==> config.mk <==
export PLATFORM = sky130hd
export DESIGN_NAME = pll_lock_sequencer
export DESIGN_NICKNAME = d
export VERILOG_FILES = /design/src/rtl/pll_seq_pkg.sv /design/src/rtl/sync_2ff.sv /design/src/rtl/pll_lock_sequencer.sv
export SDC_FILE = /design/constraint.sdc
export NUM_CORES = 1
export LEC_CHECK = 0
export CAP_MARGIN = 20
export CORE_MARGIN = 2
export CORE_UTILIZATION = 50
export DETAILED_ROUTE_END_ITERATION = 7
export PLACE_DENSITY_LB_ADDON = 0.05
export SLEW_MARGIN = 10
export SYNTH_ARGS = -nofsm -noshare
export SYNTH_HDL_FRONTEND = slang
export SYNTH_HIERARCHICAL = 1
export SYNTH_SLANG_ARGS = --single-unit
==> constraint.sdc <==
create_clock -name osc_300 -period 3.1 [get_ports osc_300]
set_clock_uncertainty 0.2 [all_clocks]
set_input_delay 0.62 -clock osc_300 [delete_from_list [all_inputs] [get_ports osc_300]]
set_output_delay 0.62 -clock osc_300 [all_outputs]
set_load 0.02 [all_outputs]
==> src/rtl/pll_seq_pkg.sv <==
// Shared types for the PLL lock sequencer: state encoding and retry counter width.
package pll_seq_pkg;

  localparam int RETRY_W = 8;

  typedef enum logic [2:0] {
    S_PLL_RST   = 3'd0,
    S_WAIT_LOCK = 3'd1,
    S_STABLE    = 3'd2,
    S_RUN       = 3'd3,
    S_FAIL      = 3'd4
  } seq_state_t;

endpackage

==> src/rtl/sync_2ff.sv <==
// Two-flop synchroniser for a single asynchronous level input; resets to 0.
module sync_2ff (
  input  logic i_clk,
  input  logic i_rst_n,
  input  logic i_d,
  output logic o_q
);

  logic r_meta;
  logic r_sync;

  always_ff @(posedge i_clk or negedge i_rst_n) begin
    if (!i_rst_n) begin
      r_meta <= 1'b0;
      r_sync <= 1'b0;
    end else begin
      r_meta <= i_d;
      r_sync <= r_meta;
    end
  end

  assign o_q = r_sync;

endmodule

==> src/rtl/pll_lock_sequencer.sv <==
// Brings the board PLL from reset to a qualified lock, then releases the core reset.
// Optional retry limit with fail state: define PLL_RETRY_LIMIT_EN.
module pll_lock_sequencer
  import pll_seq_pkg::*;
#(
  parameter int RST_CYCLES    = 8,
  parameter int LOCK_TIMEOUT  = 30000,
  parameter int STABLE_CYCLES = 1024,
  parameter int MAX_RETRIES   = 4
) (
  input  logic               osc_300,
  input  logic               rst_n,
  input  logic               pll_locked,
  output logic               pll_rst,
  output logic               core_rst_n,
  output logic [2:0]         seq_state,
  output logic [RETRY_W-1:0] retry_count,
  output logic               fail
);

`ifdef PLL_RETRY_LIMIT_EN
  localparam bit LIMIT_EN = 1'b1;
`else
  localparam bit LIMIT_EN = 1'b0;
`endif

  localparam int MAX_AB = (RST_CYCLES > LOCK_TIMEOUT) ? RST_CYCLES : LOCK_TIMEOUT;
  localparam int MAX_T  = (MAX_AB > STABLE_CYCLES) ? MAX_AB : STABLE_CYCLES;
  localparam int CNT_W  = $clog2(MAX_T) + 1;

  logic               w_locked_s;
  seq_state_t         r_state;
  seq_state_t         w_next;
  logic [CNT_W-1:0]   r_count;
  logic [RETRY_W-1:0] r_retry;
  logic [RETRY_W-1:0] r_consec;
  logic               r_pll_rst;
  logic               r_core_rst_n;
  logic               r_fail;
  logic               w_retry_evt;
  logic               w_limit_hit;
  logic               w_pll_rst_nxt;
  logic               w_core_rst_n_nxt;
  logic               w_fail_nxt;

  sync_2ff u_lock_sync (
    .i_clk   (osc_300),
    .i_rst_n (rst_n),
    .i_d     (pll_locked),
    .o_q     (w_locked_s)
  );

  // Without the limit this is constant 0, so S_FAIL can never be chosen.
  assign w_limit_hit = LIMIT_EN && (r_consec == RETRY_W'(MAX_RETRIES - 1));

  always_ff @(posedge osc_300 or negedge rst_n) begin
    if (!rst_n) begin
      r_state      <= S_PLL_RST;
      r_count      <= '0;
      r_retry      <= '0;
      r_consec     <= '0;
      r_pll_rst    <= 1'b1;
      r_core_rst_n <= 1'b0;
      r_fail       <= 1'b0;
    end else begin
      r_state      <= w_next;
      r_count      <= (w_next != r_state) ? '0 : r_count + 1'b1;
      r_pll_rst    <= w_pll_rst_nxt;
      r_core_rst_n <= w_core_rst_n_nxt;
      r_fail       <= w_fail_nxt;
      if (w_retry_evt && (w_next == S_PLL_RST) && (r_retry != '1))
        r_retry <= r_retry + 1'b1;
      if (w_next == S_RUN)
        r_consec <= '0;
      else if (w_retry_evt && (r_consec != '1))
        r_consec <= r_consec + 1'b1;
    end
  end

  // Lock beats timeout in S_WAIT_LOCK; a drop beats terminal count in S_STABLE.
  always_comb begin
    w_next      = r_state;
    w_retry_evt = 1'b0;
    case (r_state)
      S_PLL_RST:   if (r_count == CNT_W'(RST_CYCLES - 1)) w_next = S_WAIT_LOCK;
      S_WAIT_LOCK: begin
        if (w_locked_s)                                  w_next = S_STABLE;
        else if (r_count == CNT_W'(LOCK_TIMEOUT - 1))    w_retry_evt = 1'b1;
      end
      S_STABLE: begin
        if (!w_locked_s)                                 w_retry_evt = 1'b1;
        else if (r_count == CNT_W'(STABLE_CYCLES - 1))   w_next = S_RUN;
      end
      S_RUN:       if (!w_locked_s) w_retry_evt = 1'b1;
      S_FAIL:      w_next = S_FAIL;
      default:     w_next = S_PLL_RST;
    endcase
    if (w_retry_evt)
      w_next = w_limit_hit ? S_FAIL : S_PLL_RST;
  end

  // Outputs are decoded from the next state so they change on the entering edge.
  always_comb begin
    w_pll_rst_nxt    = (w_next == S_PLL_RST) || (w_next == S_FAIL);
    w_core_rst_n_nxt = (w_next == S_RUN);
    w_fail_nxt       = (w_next == S_FAIL);
  end

  assign pll_rst     = r_pll_rst;
  assign core_rst_n  = r_core_rst_n;
  assign seq_state   = r_state;
  assign retry_count = r_retry;
  assign fail        = LIMIT_EN && r_fail;

endmodule

After elaboration in Yosys (flattened, before gate mapping)
Index checks and enable logic that the tools add are counted.
- flip-flop bits (word level): 31
- latch bits: 0
- memory bits (writable): 0
- bits in read-only memories: 0
- bits of input ports: 3
- output and inout port bits: 14
- logic and storage cells: 37
- memories: 0
- add/sub/neg operators: 2
- multiply operators: 0
- divide/modulo/power cells: 0
- $lt $le $gt $ge: 0
- eq/ne operators: 11
- shift operators: 0
- mux-type cells: 11
- bitwise operators: 0
- reductions and logical operators: 6
- operators with widths (kind ; count):
    $add A16 B1 Y16 const B ; 1
    $eq A16 B10 Y1 const B ; 1
    $eq A16 B15 Y1 const B ; 1
    $eq A16 B3 Y1 const B ; 1
    $mux W16 ; 1
    $mux W3 ; 5
    $pmux W3 S5 ; 1
    $eq A3 B2 Y1 const B ; 3
    $add A8 B1 Y8 const B ; 1
    $ne A8 B8 Y1 const B ; 1
    $eq A3 B3 Y1 const B ; 2
    $logic_not A3 Y1 ; 2
    $eq A3 B1 Y1 const B ; 1
    $mux W1 ; 3
    $ne A3 B3 Y1 ; 1
    $logic_and A1 B1 Y1 ; 2
    $pmux W1 S2 ; 1
    $reduce_or A2 Y1 ; 1
    $logic_or A1 B1 Y1 ; 1

Logic depth before layout (Yosys ltp)
- word-level depth: 8
- depth in mapped cells: 7
- depth with buffers taken out: 6

Hierarchy
Netlist, hierarchy kept.
- by module, submodules not included (module ; times used ; cells each ; area an instance (µm²) ; seq. area each (µm²)):
    pll_lock_sequencer ; 1 ; 153 ; 1531.5 ; 726.9
    sync_2ff ; 1 ; 2 ; 50.0 ; 50.0

Least setup slack after synthesis
Ideal clock, no wire load.
- path type: register -> register
- start point: reg r_state[2], in the netlist seq_state[2]
- end point: reg r_retry[1], in the netlist retry_count[1]
- setup time: 0.127 ns
- data arrival time: 1.734 ns
- data required time: 2.773 ns
- slack: 1.038 ns
- cell stages (with the launch flop): 7
- path buffers: 1
- period minus slack after synthesis: 2.062 ns
- cells stage by stage: dfrtp_1 -> buf_2 -> and4bb_1 -> nand4_1 -> o21ai_2 -> and3_4 -> mux2_1
- cells in the longest elaborated chain, start to end: 7
- elaborated cells on any way between the ends: 16
- classes of those cells: eq/ne (4); mux (7); reduce/logical (5)
- ends and longest elaborated chain (what ; RTL line ; RTL):
    from (decl) ; pll_lock_sequencer.sv:32 ; seq_state_t r_state;
    from (signal assigned) ; pll_lock_sequencer.sv:66 ; r_state <= w_next;
    $eq A3 B2 Y1 / $mux W3 (equally long branches) ; pll_lock_sequencer.sv:84, pll_lock_sequencer.sv:92 ;
    $reduce_or A2 Y1 (no line) / $mux W3 (equally long branches) ; n/a ;
    $pmux W1 S2 / $pmux W3 S5 (equally long branches) ; pll_lock_sequencer.sv:84 ; case (r_state)
    $mux W3 ; pll_lock_sequencer.sv:98 ; if (w_retry_evt)
    $logic_not A3 Y1 ; pll_lock_sequencer.sv:71 ; if (w_retry_evt && (w_next == S_PLL_RST) && (r_retry != '1))
    $logic_and A1 B1 Y1 (*) (2 in a row) ; pll_lock_sequencer.sv:71 ;
    to (signal assigned) ; pll_lock_sequencer.sv:72 ; r_retry <= r_retry + 1'b1;
    to (decl) ; pll_lock_sequencer.sv:35 ; logic [RETRY_W-1:0] r_retry;
Every way passes the cells marked *; elsewhere a longest branch is shown, timed or not.
A chain may end at the register's enable or synchronous reset.

Final worst setup path
- start point: reg r_state[2], in the netlist seq_state[2]
- end point: out seq_state[2]
- RTL lines (what ; RTL line ; RTL):
    to (decl) ; pll_lock_sequencer.sv:16 ; output logic [2:0] seq_state,
No word-level cell between the ends.

==> reports/qor.yml <==
timing:
  setup_ws_ps: 672
  finalSetupTns_ps: 0
  finalHoldViolCount: 0
  fin_crit_sh_pct: 78.3
  hold_slack_ps: 159
  fmaxAchievable_ghz: 0.412
  rsz0062_at_grt: "false"
  slew_viol_final: 0
  setup-violations-final: 0
  fin_crit_ps: 2430
floorplanning:
  start_util_pct: 52.2
  core_area_um2: 3030
  io_pins: 17
  dieArea_um2: 3630
  die_h_um: 60.2
  die_x_um: 60.2
  rows: 20
critical_path:
  startpoint_type: "register"
  max_stage_delay_ps: 680
  cp.arrival_ps: 1610
  end_kind: "primary output"
  path_cells: "clkdlybuf4s50_1"
  cp_slowest_cell: "clkdlybuf4s50_1"
  r2r-start: "r_count[6]$_DFF_PN0_"
  worstSetupPathDepth: 1
  reg2reg_slack_ps: 830
  path_buf_inv: 1
  reg2reg_to: "retry_count[1]$_DFFE_PN0P_"
  crit_path_max_fanout: 11
  crit_required_ps: 2280
  r2r_cells: 5
  cp_top_family: "buffers and inverters"
  path_class: "reg2out"
detailed_routing:
  routed_wl_mm: 3.14
  drtAntennaViolNets: 0
  drtIter0Drc: 33
  first_pass_iters: 4
  post_drt_wl_per_cell_um: 14.3
  via_per_inst: 5.48
  num_vias: 1205
  drc: 0
synth:
  synth_simple_gate_area_share_pct: 31.7
  yosys_warnings: 6
  synth_edf_count: 0
  avgSynthCellArea_um2: 10.2
  syn_nets: 160
  synth_compound_area_share_pct: 3.48
  synth_top_family_by_area: "simple AND/OR/NAND/NOR gates"
  ys_async_sr_fraction_pct: 100
  yosysSeqAreaShare_pct: 49.1
  syn_area_um2: 1580
  synth_top_area_share_pct: 47.5
  syn_inst: 155
  synth_top_flop_cell: "dfrtp_1"
  synth_commonest_cells: "30 x dfrtp_1, 24 x nor2_1, 12 x nand2_1, 12 x xnor2_1, 11 x nand3_1"
  synth_fa_ha_area_share_pct: 1.58
  synth.area.top_cells: "dfrtp_1 47%, xnor2_1 6.6%, nor2_1 5.7%"
  synth-seq-cells: 31
  yosysUniqueCellTypes: 40
  synth_xor_area_share_pct: 11.6
  synth_mux_area_share_pct: 0.712
  synth.most_common_cell: "dfrtp_1"
  yosysTopAreaCell: "dfrtp_1"
flow_run:
  maxCapViolCount: 0
clock_tree:
  numCtsBuffers: 5
  clock_latency_ps: 340
  clock_sinks: 31
  cts_tree: "done"
  cts_buffer_depth: 2
  post_cts_buffers: 0
  cts_resized: 0
  path_clk_slew_ps: 100
  htreeDepth: 2
  cts_root_buf: "clkbuf_4"
  hold_buffers: 0
final_layout:
  fin_cells: 220
  layout.area.seq_um2: 777
  area_growth_pct: 17.9
  multiInputGateArea_um2: 781
  n_fill_cell: 265
  fin_util_pct: 61.6
  drive_above_1_share_pct: 12.5
  diodes: 0
  final_nets: 180
  finalInstanceArea_um2: 1860
min_path:
  holdPathStages: 0
  worstHoldStart: "u_lock_sync/r_meta$_DFF_PN0_"
  hold_end: "u_lock_sync/o_q$_DFF_PN0_"
  min_path_type: "reg2reg"
global_route:
  grt_pass1_wl_mm: 5.49
  gr-usage-all-layers_pct: 21.1
  grt_pass1_vias: 1247
  antenna_found_initial: 0
  overflow: 0
  grt_max_degree: 32
power_and_ir_drop:
  ir_worst_vdd_mv: 0.359
  p_leak_nw: 0.780
  p_total_mw: 1.23
  p_per_area_nw_per_um2: 658
placement:
  place_area_um2: 1780
  hpwl_mm: 2.32
  dpl_worst_slack_ps: 976
  place_inst: 212
  gp_congestion: 0.914
  port_buffers: 15
run_status:
  status: "finished, final reports clean"
-- how the worst max path moves through the flow --
| stage | startpoint | to | slack [ps] |
|---|---|---|---|
| after floorplan | seq_state[2]$_DFF_PN0_ | retry_count[1]$_DFFE_PN0P_ | 1040 |
| after global placement | r_count[6]$_DFF_PN0_ | retry_count[1]$_DFFE_PN0P_ | 1030 |
| after detailed placement | r_count[6]$_DFF_PN0_ | retry_count[1]$_DFFE_PN0P_ | 980 |
| after CTS | seq_state[2]$_DFF_PN0_ | seq_state[2] | 660 |
| after global routing | seq_state[2]$_DFF_PN0_ | seq_state[2] | 600 |
| final | seq_state[2]$_DFF_PN0_ | seq_state[2] | 670 |
-- area by class of cell --
type | instances | share of cell area [%]
inverters | 2 | 0.403
repair buffers | 16 | 8.46
clock inverters | 2 | 1.88
multi-input cells | 119 | 41.9
clock buffers | 6 | 2.75
flip-flops and latches | 31 | 41.7
well taps | 44 | 2.95
-- cell families (layout without fill, tap and decap cells) --
logic type	after synthesis	after routing
AOI/OAI and AO/OA	7	7
xor gates and xnor gates	21	21
adders and majority gates	2	2
buffers and inverters	5	26
DFF	31	31
muxes	1	1
other	1	1
and+or+nand+nor	87	87
-- state kept, by name, indices dropped and copies added, names as in the netlist --
name / cells
core_rst_n: 1
pll_rst: 1
r_count: 16
retry_count: 8
seq_state: 3
u_lock_sync/o_q: 1
u_lock_sync/r_meta: 1
-- where the power goes --
group	internal (mW)	switching, mW
Combinational	0.153	0.200
Clock	0.190	0.138
Sequential	0.471	0.0737
Total	0.814	0.412
-- cell usage in the layout, fill, tap and decap left out, drive strengths merged, types with 2 or more instances in the layout --
cell type / netlist / routed
a21oi: 2 / 2
and2: 2 / 2
and3: 3 / 3
and4: 2 / 2
clkbuf: 1 / 6
clkdlybuf4s50: 0 / 15
dfrtp: 30 / 30
ha: 2 / 2
inv: 2 / 2
nand2: 12 / 12
nand2b: 3 / 3
nand3: 11 / 11
nand4: 6 / 6
nor2: 24 / 24
nor2b: 3 / 3
nor3: 5 / 5
nor3b: 4 / 4
nor4: 4 / 4
o21ai: 3 / 3
or4: 2 / 2
xnor2: 12 / 12
xor2: 9 / 9
-- layer usage --
layer	routed length, µm	part of all wire (%)	GRT usage (%)	vias to the layer above
li1	-	-	-	577
met1	1420	45	25.2	591
met2	1540	49	35.1	28
met3	114	3.6	6.28	9
met4	72	2.3	8.89	0
met5	0	0	0	-
No activity file was read; power rests on OpenSTA's default activity.
